<file path="config.mk">
export PLATFORM = sky130hd
export DESIGN_NAME = alarm_ctrl_fsm_flat
export DESIGN_NICKNAME = d
export VERILOG_FILES = /design/src/rtl/alarm_ctrl_fsm_if.sv /design/src/rtl/alarm_ctrl_fsm.sv /design/src/flat_wrapper.sv
export SDC_FILE = /design/constraint.sdc
export NUM_CORES = 1
export LEC_CHECK = 0
export CORE_MARGIN = 5
export CORE_UTILIZATION = 40
export DETAILED_ROUTE_END_ITERATION = 8
export HOLD_SLACK_MARGIN = 0.05
export MAX_ROUTING_LAYER = met4
export PLACE_DENSITY = 0.67
export SKIP_CTS_REPAIR_TIMING = 1
export SLEW_MARGIN = 25
export SYNTH_ARGS = -nofsm -noshare
export SYNTH_HDL_FRONTEND = slang
export SYNTH_SLANG_ARGS = --single-unit
</file>
<file path="constraint.sdc">
create_clock -name clock -period 2.4 [get_ports clock]
set_clock_uncertainty 0.2 [all_clocks]
set_input_delay 0.36 -clock clock [delete_from_list [all_inputs] [get_ports clock]]
set_output_delay 0.36 -clock clock [all_outputs]
set_load 0.05 [all_outputs]
</file>
<file path="src/rtl/alarm_ctrl_fsm_if.sv">
// Alarm clock controller bundle: keypad/button inputs and
// display/strobe outputs between the controller and its datapath.
interface alarm_ctrl_fsm_if;
  logic       one_second;
  logic       alarm_button;
  logic       time_button;
  logic [3:0] key;
  logic       show_new_time;
  logic       show_a;
  logic       shift;
  logic       load_new_a;
  logic       load_new_c;
  logic       reset_count;

  modport master (
    output one_second, alarm_button, time_button, key,
    input  show_new_time, show_a, shift,
    input  load_new_a, load_new_c, reset_count
  );

  modport slave (
    input  one_second, alarm_button, time_button, key,
    output show_new_time, show_a, shift,
    output load_new_a, load_new_c, reset_count
  );
endinterface

</file>
<file path="src/rtl/alarm_ctrl_fsm.sv">
// Alarm clock key-entry controller: Moore FSM with a
// saturating inactivity counter that abandons stale key entry.
module alarm_ctrl_fsm #(
  parameter int         TIMEOUT = 10,
  parameter logic [3:0] NOKEY   = 4'd10
) (
  input logic             clock,
  input logic             reset,
  alarm_ctrl_fsm_if.slave bus
);

  typedef enum logic [2:0] {
    SHOW_TIME,
    KEY_STORED,
    KEY_WAITED,
    KEY_ENTRY,
    SHOW_ALARM,
    SET_ALARM_TIME,
    SET_CURRENT_TIME
  } state_e;

  localparam logic [3:0] CNT_LAST = 4'(TIMEOUT - 1);

  state_e     state_q, state_d;
  logic [3:0] cnt_q, cnt_d;
  logic       key_hit;
  logic       timeout;
  logic       counting;

  assign key_hit  = (bus.key != NOKEY);
  assign timeout  = bus.one_second && (cnt_q == CNT_LAST);
  assign counting = (state_q == KEY_WAITED) ||
                    (state_q == KEY_ENTRY);

  // State and inactivity counter registers
  always_ff @(posedge clock or negedge reset) begin
    if (!reset) begin
      state_q <= SHOW_TIME;
      cnt_q   <= '0;
    end else begin
      state_q <= state_d;
      cnt_q   <= cnt_d;
    end
  end

  // Next-state decode; in KEY_ENTRY a key press outranks timeout
  always_comb begin
    state_d = state_q;
    unique case (state_q)
      SHOW_TIME: begin
        if (bus.alarm_button) state_d = SHOW_ALARM;
        else if (key_hit)     state_d = KEY_STORED;
      end
      KEY_STORED: state_d = KEY_WAITED;
      KEY_WAITED: begin
        if (!key_hit)     state_d = KEY_ENTRY;
        else if (timeout) state_d = SHOW_TIME;
      end
      KEY_ENTRY: begin
        if (bus.alarm_button)     state_d = SET_ALARM_TIME;
        else if (bus.time_button) state_d = SET_CURRENT_TIME;
        else if (key_hit)         state_d = KEY_STORED;
        else if (timeout)         state_d = SHOW_TIME;
      end
      SHOW_ALARM: begin
        if (!bus.alarm_button) state_d = SHOW_TIME;
      end
      SET_ALARM_TIME:   state_d = SHOW_TIME;
      SET_CURRENT_TIME: state_d = SHOW_TIME;
      default:          state_d = SHOW_TIME;
    endcase
  end

  // Counter restarts on any transition and saturates at 15
  always_comb begin
    cnt_d = cnt_q;
    if (state_d != state_q) begin
      cnt_d = '0;
    end else if (counting && bus.one_second &&
                 cnt_q != 4'hF) begin
      cnt_d = cnt_q + 4'd1;
    end
  end

  // Moore outputs decoded from the state register alone
  always_comb begin
    bus.show_new_time = 1'b0;
    bus.show_a        = 1'b0;
    bus.shift         = 1'b0;
    bus.load_new_a    = 1'b0;
    bus.load_new_c    = 1'b0;
    bus.reset_count   = 1'b0;
    unique case (state_q)
      KEY_STORED: begin
        bus.show_new_time = 1'b1;
        bus.shift         = 1'b1;
      end
      KEY_WAITED: bus.show_new_time = 1'b1;
      KEY_ENTRY:  bus.show_new_time = 1'b1;
      SHOW_ALARM: bus.show_a = 1'b1;
      SET_ALARM_TIME: begin
        bus.show_new_time = 1'b1;
        bus.load_new_a    = 1'b1;
      end
      SET_CURRENT_TIME: begin
        bus.show_new_time = 1'b1;
        bus.load_new_c    = 1'b1;
        bus.reset_count   = 1'b1;
      end
      default: ;
    endcase
  end

endmodule

</file>
<file path="src/flat_wrapper.sv">
// flat-port wrapper written by rule: the top's interface ports become plain ports
module alarm_ctrl_fsm_flat 
#(
  parameter int         TIMEOUT = 10,
  parameter logic [3:0] NOKEY   = 4'd10
)
  (clock, reset, bus_one_second, bus_alarm_button, bus_time_button, bus_key, bus_show_new_time, bus_show_a, bus_shift, bus_load_new_a, bus_load_new_c, bus_reset_count);
  alarm_ctrl_fsm_if bus_i ();
  input logic clock;
  input logic reset;
  input wire logic [$bits(bus_i.one_second)-1:0] bus_one_second;
  input wire logic [$bits(bus_i.alarm_button)-1:0] bus_alarm_button;
  input wire logic [$bits(bus_i.time_button)-1:0] bus_time_button;
  input wire logic [$bits(bus_i.key)-1:0] bus_key;
  output wire logic [$bits(bus_i.show_new_time)-1:0] bus_show_new_time;
  output wire logic [$bits(bus_i.show_a)-1:0] bus_show_a;
  output wire logic [$bits(bus_i.shift)-1:0] bus_shift;
  output wire logic [$bits(bus_i.load_new_a)-1:0] bus_load_new_a;
  output wire logic [$bits(bus_i.load_new_c)-1:0] bus_load_new_c;
  output wire logic [$bits(bus_i.reset_count)-1:0] bus_reset_count;
  assign bus_i.one_second = bus_one_second;
  assign bus_i.alarm_button = bus_alarm_button;
  assign bus_i.time_button = bus_time_button;
  assign bus_i.key = bus_key;
  assign bus_show_new_time = bus_i.show_new_time;
  assign bus_show_a = bus_i.show_a;
  assign bus_shift = bus_i.shift;
  assign bus_load_new_a = bus_i.load_new_a;
  assign bus_load_new_c = bus_i.load_new_c;
  assign bus_reset_count = bus_i.reset_count;
  alarm_ctrl_fsm #(.TIMEOUT(TIMEOUT), .NOKEY(NOKEY)) u_core (.clock(clock), .reset(reset), .bus(bus_i));
endmodule
</file>
==> results of run 1 <==
[layer usage]
metal  track usage (%)  up-vias
met5                 -        -
met1              15.3      227
met2              15.4       11
met4              2.69        0
met3              5.83        2
li1                  -      247
[layout make-up]
| class | instances | share of cell area (%) |
|---|---|---|
| multi-input cells | 47 | 51.5 |
| flip-flops and latches | 7 | 23.3 |
| clock buffers | 4 | 3.49 |
| repair buffers | 15 | 17.6 |
| inverters | 3 | 1.50 |
| well taps | 16 | 2.66 |
[path summary, 6_finish.rpt]
kind                                   end  cells past startpoint
max in group asynchronous  u_core.cnt_q[3]                      1
max                        u_core.cnt_q[3]                      5
min in group clock         u_core.cnt_q[1]                      2
min                        u_core.cnt_q[1]                      1
max reg2reg                u_core.cnt_q[3]                      5
min reg2reg                u_core.cnt_q[1]                      2
[power groups by stage]
stage / clock network (mW) / registers, mW / logic [mW]
6_report: 0.102 / 0.221 / 0.516
5_1_grt: 0.113 / 0.233 / 0.555
4_1_cts: 0.105 / 0.221 / 0.519
3_5_place_dp: 0 / 0.223 / 0.517
3_3_place_gp: 0 / 0.223 / 0.517
2_1_floorplan: 0 / 0.177 / 0.467
[flip-flops by register name, indices dropped and copies added (netlist names)]
register	count
u_core.state_q	3
u_core.cnt_q	4
[cell usage in the layout, fill, tap and decap left out, types with 2 or more instances in the layout]
cell type	count
clkdlybuf4s50_1	8
nor3_1	7
buf_4	7
dfrtp_1	7
nand3_1	5
inv_1	3
xor2_1	3
nor2_1	3
clkbuf_4	3
a21oi_1	2
nor2b_1	2
o21ai_0	2
xnor2_1	2
ha_1	2
[metrics by stage]
stage          instance area, um2  util, %  worst slack, ns
2_1_floorplan                 601        -            0.134
3_3_place_gp                  727     49.4            0.113
3_5_place_dp                  727     49.4            0.107
4_1_cts                       753     51.2            0.280
5_1_grt                       753     51.2            0.116
6_report                      753     51.2            0.277
[cell usage after synthesis (2+ instances only)]
cell     count
xor2_1       3
o21ai_0      2
buf_4        2
inv_1        3
xnor2_1      2
nor2b_1      2
nor3_1       7
nor2_1       3
nand3_1      5
ha_1         2
a21oi_1      2
dfrtp_1      7
[kinds of logic (layout without fill, tap and decap cells)]
family / after synthesis / in the layout / share of synthesized area (%)
AOI/OAI and AO/OA: 13 / 13 / 23.1
xor gates and xnor gates: 5 / 5 / 7.29
DFF: 7 / 7 / 29.2
adders and majority gates: 2 / 2 / 4.17
buffers and inverters: 6 / 22 / 6.25
and+or+nand+nor: 26 / 26 / 28.3
muxes: 1 / 1 / 1.67
==> flow_metrics.env, run 1 <==
export IMPL_synthDistinctLibCells=32
export IMPL_cts_root_buf="clkbuf_4"
export IMPL_dp_cells=88
export IMPL_clockBufferDepth=2
export IMPL_hold_slack_ns=0.163
export IMPL_dieArea_um2=2380
export IMPL_synthCells=60
export IMPL_rsz0062_at_grt="false"
export IMPL_antenna_found_initial=0
export IMPL_min_path_type="input pin to async pin"
export IMPL_yosysSeqAreaShare_pct=29.2
export IMPL_outcome="complete, no violations"
export IMPL_finalHoldViolCount=0
export IMPL_wire_per_inst_um=12.9
export IMPL_max_freq_ghz=0.471
export IMPL_grt_overflow_total=0
export IMPL_path_cells="and2b_2 > nand2_2 > o31ai_4 > mux2i_1 > nor3_1"
export IMPL_cts_made_buffers=3
export IMPL_maxSlewViolCount=0
export IMPL_vdd_drop_max_v=0.000762
export IMPL_grt_max_degree=15
export IMPL_cp_slowest_cell="dfrtp_1"
export IMPL_slowest_delay_ns=0.62
export IMPL_path_max_fanout=14
export IMPL_p_seq_share_pct=26.3
export IMPL_p_switching_mw=0.426
export IMPL_grt_pass1_vias=472
export IMPL_startpoint="u_core.state_q[1]"
export IMPL_pwr_share_clk_pct=12.2
export IMPL_path_delay_family="flip-flops"
export IMPL_via_per_inst=5.29
export IMPL_pwr_share_comb_pct=61.5
export IMPL_tns_ns=0
export IMPL_synthTopCellsByArea="dfrtp_1, nor3_1, o311ai_4, xor2_1, ha_1"
export IMPL_rrSetupSlack_ns=0.28
export IMPL_wl_met1_um=579
export IMPL_start_util_pct=40.8
export IMPL_crit_path_end_kind="register"
export IMPL_finalSetupViolations=0
export IMPL_fillCellCount=150
export IMPL_crit_reg2reg_launch="u_core.state_q[1]"
export IMPL_layout_nets=88
export IMPL_drt_pre_antenna_iters=4
export IMPL_syn_nets=71
export IMPL_clk_latency_ns=0.24
export IMPL_worstPathRequired_ns=2.31
export IMPL_swShare_pct=50.8
export IMPL_cts_max_level=1
export IMPL_syn_avg_cell_area_um2=10.0
export IMPL_layout_min_cycle_time_ns=2.12
export IMPL_io_pins=15
export IMPL_intPower_mw=0.413
export IMPL_synth_edff_count=0
export IMPL_synth_top_cell_by_area="dfrtp_1"
export IMPL_grt_use_total_pct=11.5
export IMPL_synth_ff_type="dfrtp_1"
export IMPL_drv_cap=0
export IMPL_clk_pin_slew_ns=0.05
export IMPL_n_antenna_cell=0
export IMPL_arrival_ns=2.03
export IMPL_tightest_slew_ns=0.457
export IMPL_place_congestion=0.679
export IMPL_regArea_um2=175
export IMPL_drt_iter0_markers=7
export IMPL_netlist_area_leader_share_pct=29.2
export IMPL_ys_ff_latch=7
export IMPL_die_h_um=48.8
export IMPL_dp_hpwl_um=919
export IMPL_syn_cell_area_um2=601
export IMPL_crit_type="register to register"
export IMPL_vias=487
export IMPL_post_route_period_util_pct=88.5
export IMPL_topRoutingLayerUsed="met4"
export IMPL_multi_input_area_um2=388
export IMPL_dr_wl_met3_um=71
export IMPL_fp_coreArea_um2=1470
export IMPL_fin_cells=92
export IMPL_cts_tree="yes"
export IMPL_grt_pass1_wl_um=2160
export IMPL_final_layout_size_suffix_gt1_share_pct=26.3
export IMPL_setup_worst_path_start_class="register"
export IMPL_placementRows=14
export IMPL_remaining_drc_errors=0
export IMPL_wirelength_um=1190
export IMPL_yosys_warnings=0
export IMPL_finalPower_mw=0.839
export IMPL_synthToLayoutAreaGrowth_pct=25.4
export IMPL_leakage_nw=0.316
export IMPL_synth_async_reset_ratio_pct=100
export IMPL_timing_slew_headroom_pct=69.5
export IMPL_cp_buffers_inverters=0
export IMPL_wl_met2_um=532
export IMPL_power_density_nw_per_um2=1110
export IMPL_io_buffers=14
export IMPL_antenna_left=0
export IMPL_cts_sinks=7
export IMPL_die_w_um=48.8
(Power assumes the default switching activity.)
==> inputs of run 2 (changes only) <==
PLACE_DENSITY = 0.72   (was 0.67)
==> run 2 against run 1 <==
  * Combinational power is essentially flat
  * Via count shrank 0.82%
  * Sequential cell count is the same
  * Fmax grew 1.3%
  * Cell count is the same
  * Worst hold slack lost 0.0049 ns
  * Critical path depth is the same
  * Largest power group unchanged
  * Register-to-register slack gained 0.03 ns
  * Setup slack gained 0.027 ns
  * Sequential share of layout area is the same
  * First-iteration DRC count grew 14%
  * Critical path type unchanged
  * Clock-buffer cell count is the same
==> flow_metrics.env, run 2 (synthesized netlist as in run 1, its figures left out) <==
export IMPL_intPower_mw=0.413
export IMPL_mostFrequentLayoutCells="clkdlybuf4s50_1, nor3_1, buf_4, dfrtp_1, nand3_1"
export IMPL_via_per_inst=5.25
export IMPL_fp_coreArea_um2=1470
export IMPL_max_freq_ghz=0.477
export IMPL_pwr_share_comb_pct=61.5
export IMPL_regMostFlops="u_core.cnt_q"
export IMPL_die_h_um=48.8
export IMPL_post_route_period_util_pct=87.3
export IMPL_drt_iter0_markers=8
export IMPL_arrival_ns=2.01
export IMPL_crit_type="register to register"
export IMPL_placementRows=14
export IMPL_crit_reg2reg_launch="u_core.state_q[1]"
export IMPL_crit_path_end_kind="register"
export IMPL_grt_pass1_vias=413
export IMPL_timing_slew_headroom_pct=70.2
export IMPL_finalHoldViolCount=0
export IMPL_grt_use_total_pct=10.6
export IMPL_vdd_drop_max_v=0.000651
export IMPL_io_buffers=14
export IMPL_rr_endpoint="u_core.cnt_q[2]"
export IMPL_p_switching_mw=0.430
export IMPL_cts_sinks=7
export IMPL_start_util_pct=40.8
export IMPL_dp_hpwl_um=882
export IMPL_setup_slack_ns=0.304
export IMPL_path_max_fanout=14
export IMPL_finalSetupViolations=0
export IMPL_dieArea_um2=2380
export IMPL_power_density_nw_per_um2=1120
export IMPL_clk_pin_slew_ns=0.05
export IMPL_cts_tree="yes"
export IMPL_remaining_drc_errors=0
export IMPL_p_seq_share_pct=25.9
export IMPL_rsz0062_at_grt="false"
export IMPL_n_antenna_cell=0
export IMPL_maxSlewViolCount=0
export IMPL_synthToLayoutAreaGrowth_pct=25.4
export IMPL_finalPower_mw=0.843
export IMPL_tns_ns=0
export IMPL_layout_nets=88
export IMPL_cts_made_buffers=3
export IMPL_cts_max_level=1
export IMPL_place_ws_ns=0.112
export IMPL_swShare_pct=51.0
export IMPL_die_w_um=48.8
export IMPL_drv_cap=0
export IMPL_layout_commonest_cell="clkdlybuf4s50_1"
export IMPL_wire_per_inst_um=12.4
export IMPL_grt_overflow_total=0
export IMPL_io_pins=15
export IMPL_final_layout_size_suffix_gt1_share_pct=26.3
export IMPL_pwr_share_clk_pct=12.6
export IMPL_outcome="complete, no violations"
export IMPL_min_path_type="input pin to async pin"
export IMPL_tightest_slew_ns=0.447
export IMPL_antenna_left=0
export IMPL_top_regs="u_core.cnt_q: 4 flops, u_core.state_q: 3 flops"
export IMPL_place_congestion=0.742
export IMPL_wirelength_um=1140
export IMPL_hold_slack_ns=0.158
export IMPL_grt_pass1_wl_um=1900
export IMPL_rrSetupSlack_ns=0.30
export IMPL_largest_reg_flops=4
export IMPL_drt_pre_antenna_iters=3
export IMPL_setup_worst_path_start_class="register"
export IMPL_antenna_found_initial=0
export IMPL_vias=483
export IMPL_clk_latency_ns=0.25
export IMPL_cts_root_buf="clkbuf_4"
export IMPL_grt_max_degree=15
export IMPL_clockBufferDepth=2
export IMPL_leakage_nw=0.316
export IMPL_worstPathRequired_ns=2.31
export IMPL_rr_worst_depth=5
export IMPL_final_util_pct=51.2
export IMPL_layout_min_cycle_time_ns=2.10
==> run 2: cell counts in the layout (fill, tap and decap cells not counted) <==
Identical to the previous run, type by type.
==> run 2: worst max-delay path by stage <==
stage                 startpoint         endpoint  slack [ns]  depth (start not counted)
2_1_floorplan  u_core.state_q[0]   bus_load_new_a        0.13                          3
3_3_place_gp          bus_key[2]  u_core.cnt_q[3]        0.14                          6
3_5_place_dp          bus_key[2]  u_core.cnt_q[3]        0.11                          6
4_1_cts        u_core.state_q[1]  u_core.cnt_q[2]        0.30                          5
5_1_grt        u_core.state_q[1]  u_core.cnt_q[3]        0.13                          5
6_report       u_core.state_q[1]  u_core.cnt_q[2]        0.30                          5
==> run 2: through the flow <==
stage,instances,area (um2)
floorplan,60,601
global placement,88,727
detailed placement,88,727
CTS,92,753
global route,92,753
finish,92,753
==> run 2: final cells by class <==
| type | count | area [um2] |
|---|---|---|
| Fill cell | 144 | 718 |
| Multi-Input combinational cell | 47 | 388 |
| Sequential cell | 7 | 175 |
| Timing Repair Buffer | 15 | 133 |
| Clock buffer | 4 | 26.3 |
| Tap cell | 16 | 20.0 |
| Inverter | 3 | 11.3 |
==> run 2: worst max-delay path, stage by stage, from the launching register on <==
cell and delay, ns:
dfrtp_1 0.61, and2b_2 0.29, nand2_2 0.09, o31ai_4 0.28
mux2i_1 0.37, nor3_1 0.11
==> run 2: power by group through the flow <==
stage	logic (mW)	clock network, mW	registers (mW)
floorplan	0.467	0	0.177
global placement	0.511	0	0.219
detailed placement	0.519	0	0.219
CTS	0.521	0.111	0.218
global route	0.555	0.119	0.227
finish	0.518	0.106	0.219
==> run 2: layer usage <==
layer / up-vias / GRT usage, % / routed length [um] / share of wire, %
li1: 249 / - / - / -
met3: 0 / 5.83 / 73 / 6.4
met4: 0 / 4.04 / 0 / 0
met1: 222 / 13.4 / 550 / 48
met2: 12 / 13.9 / 514 / 45
met5: - / - / 0 / 0
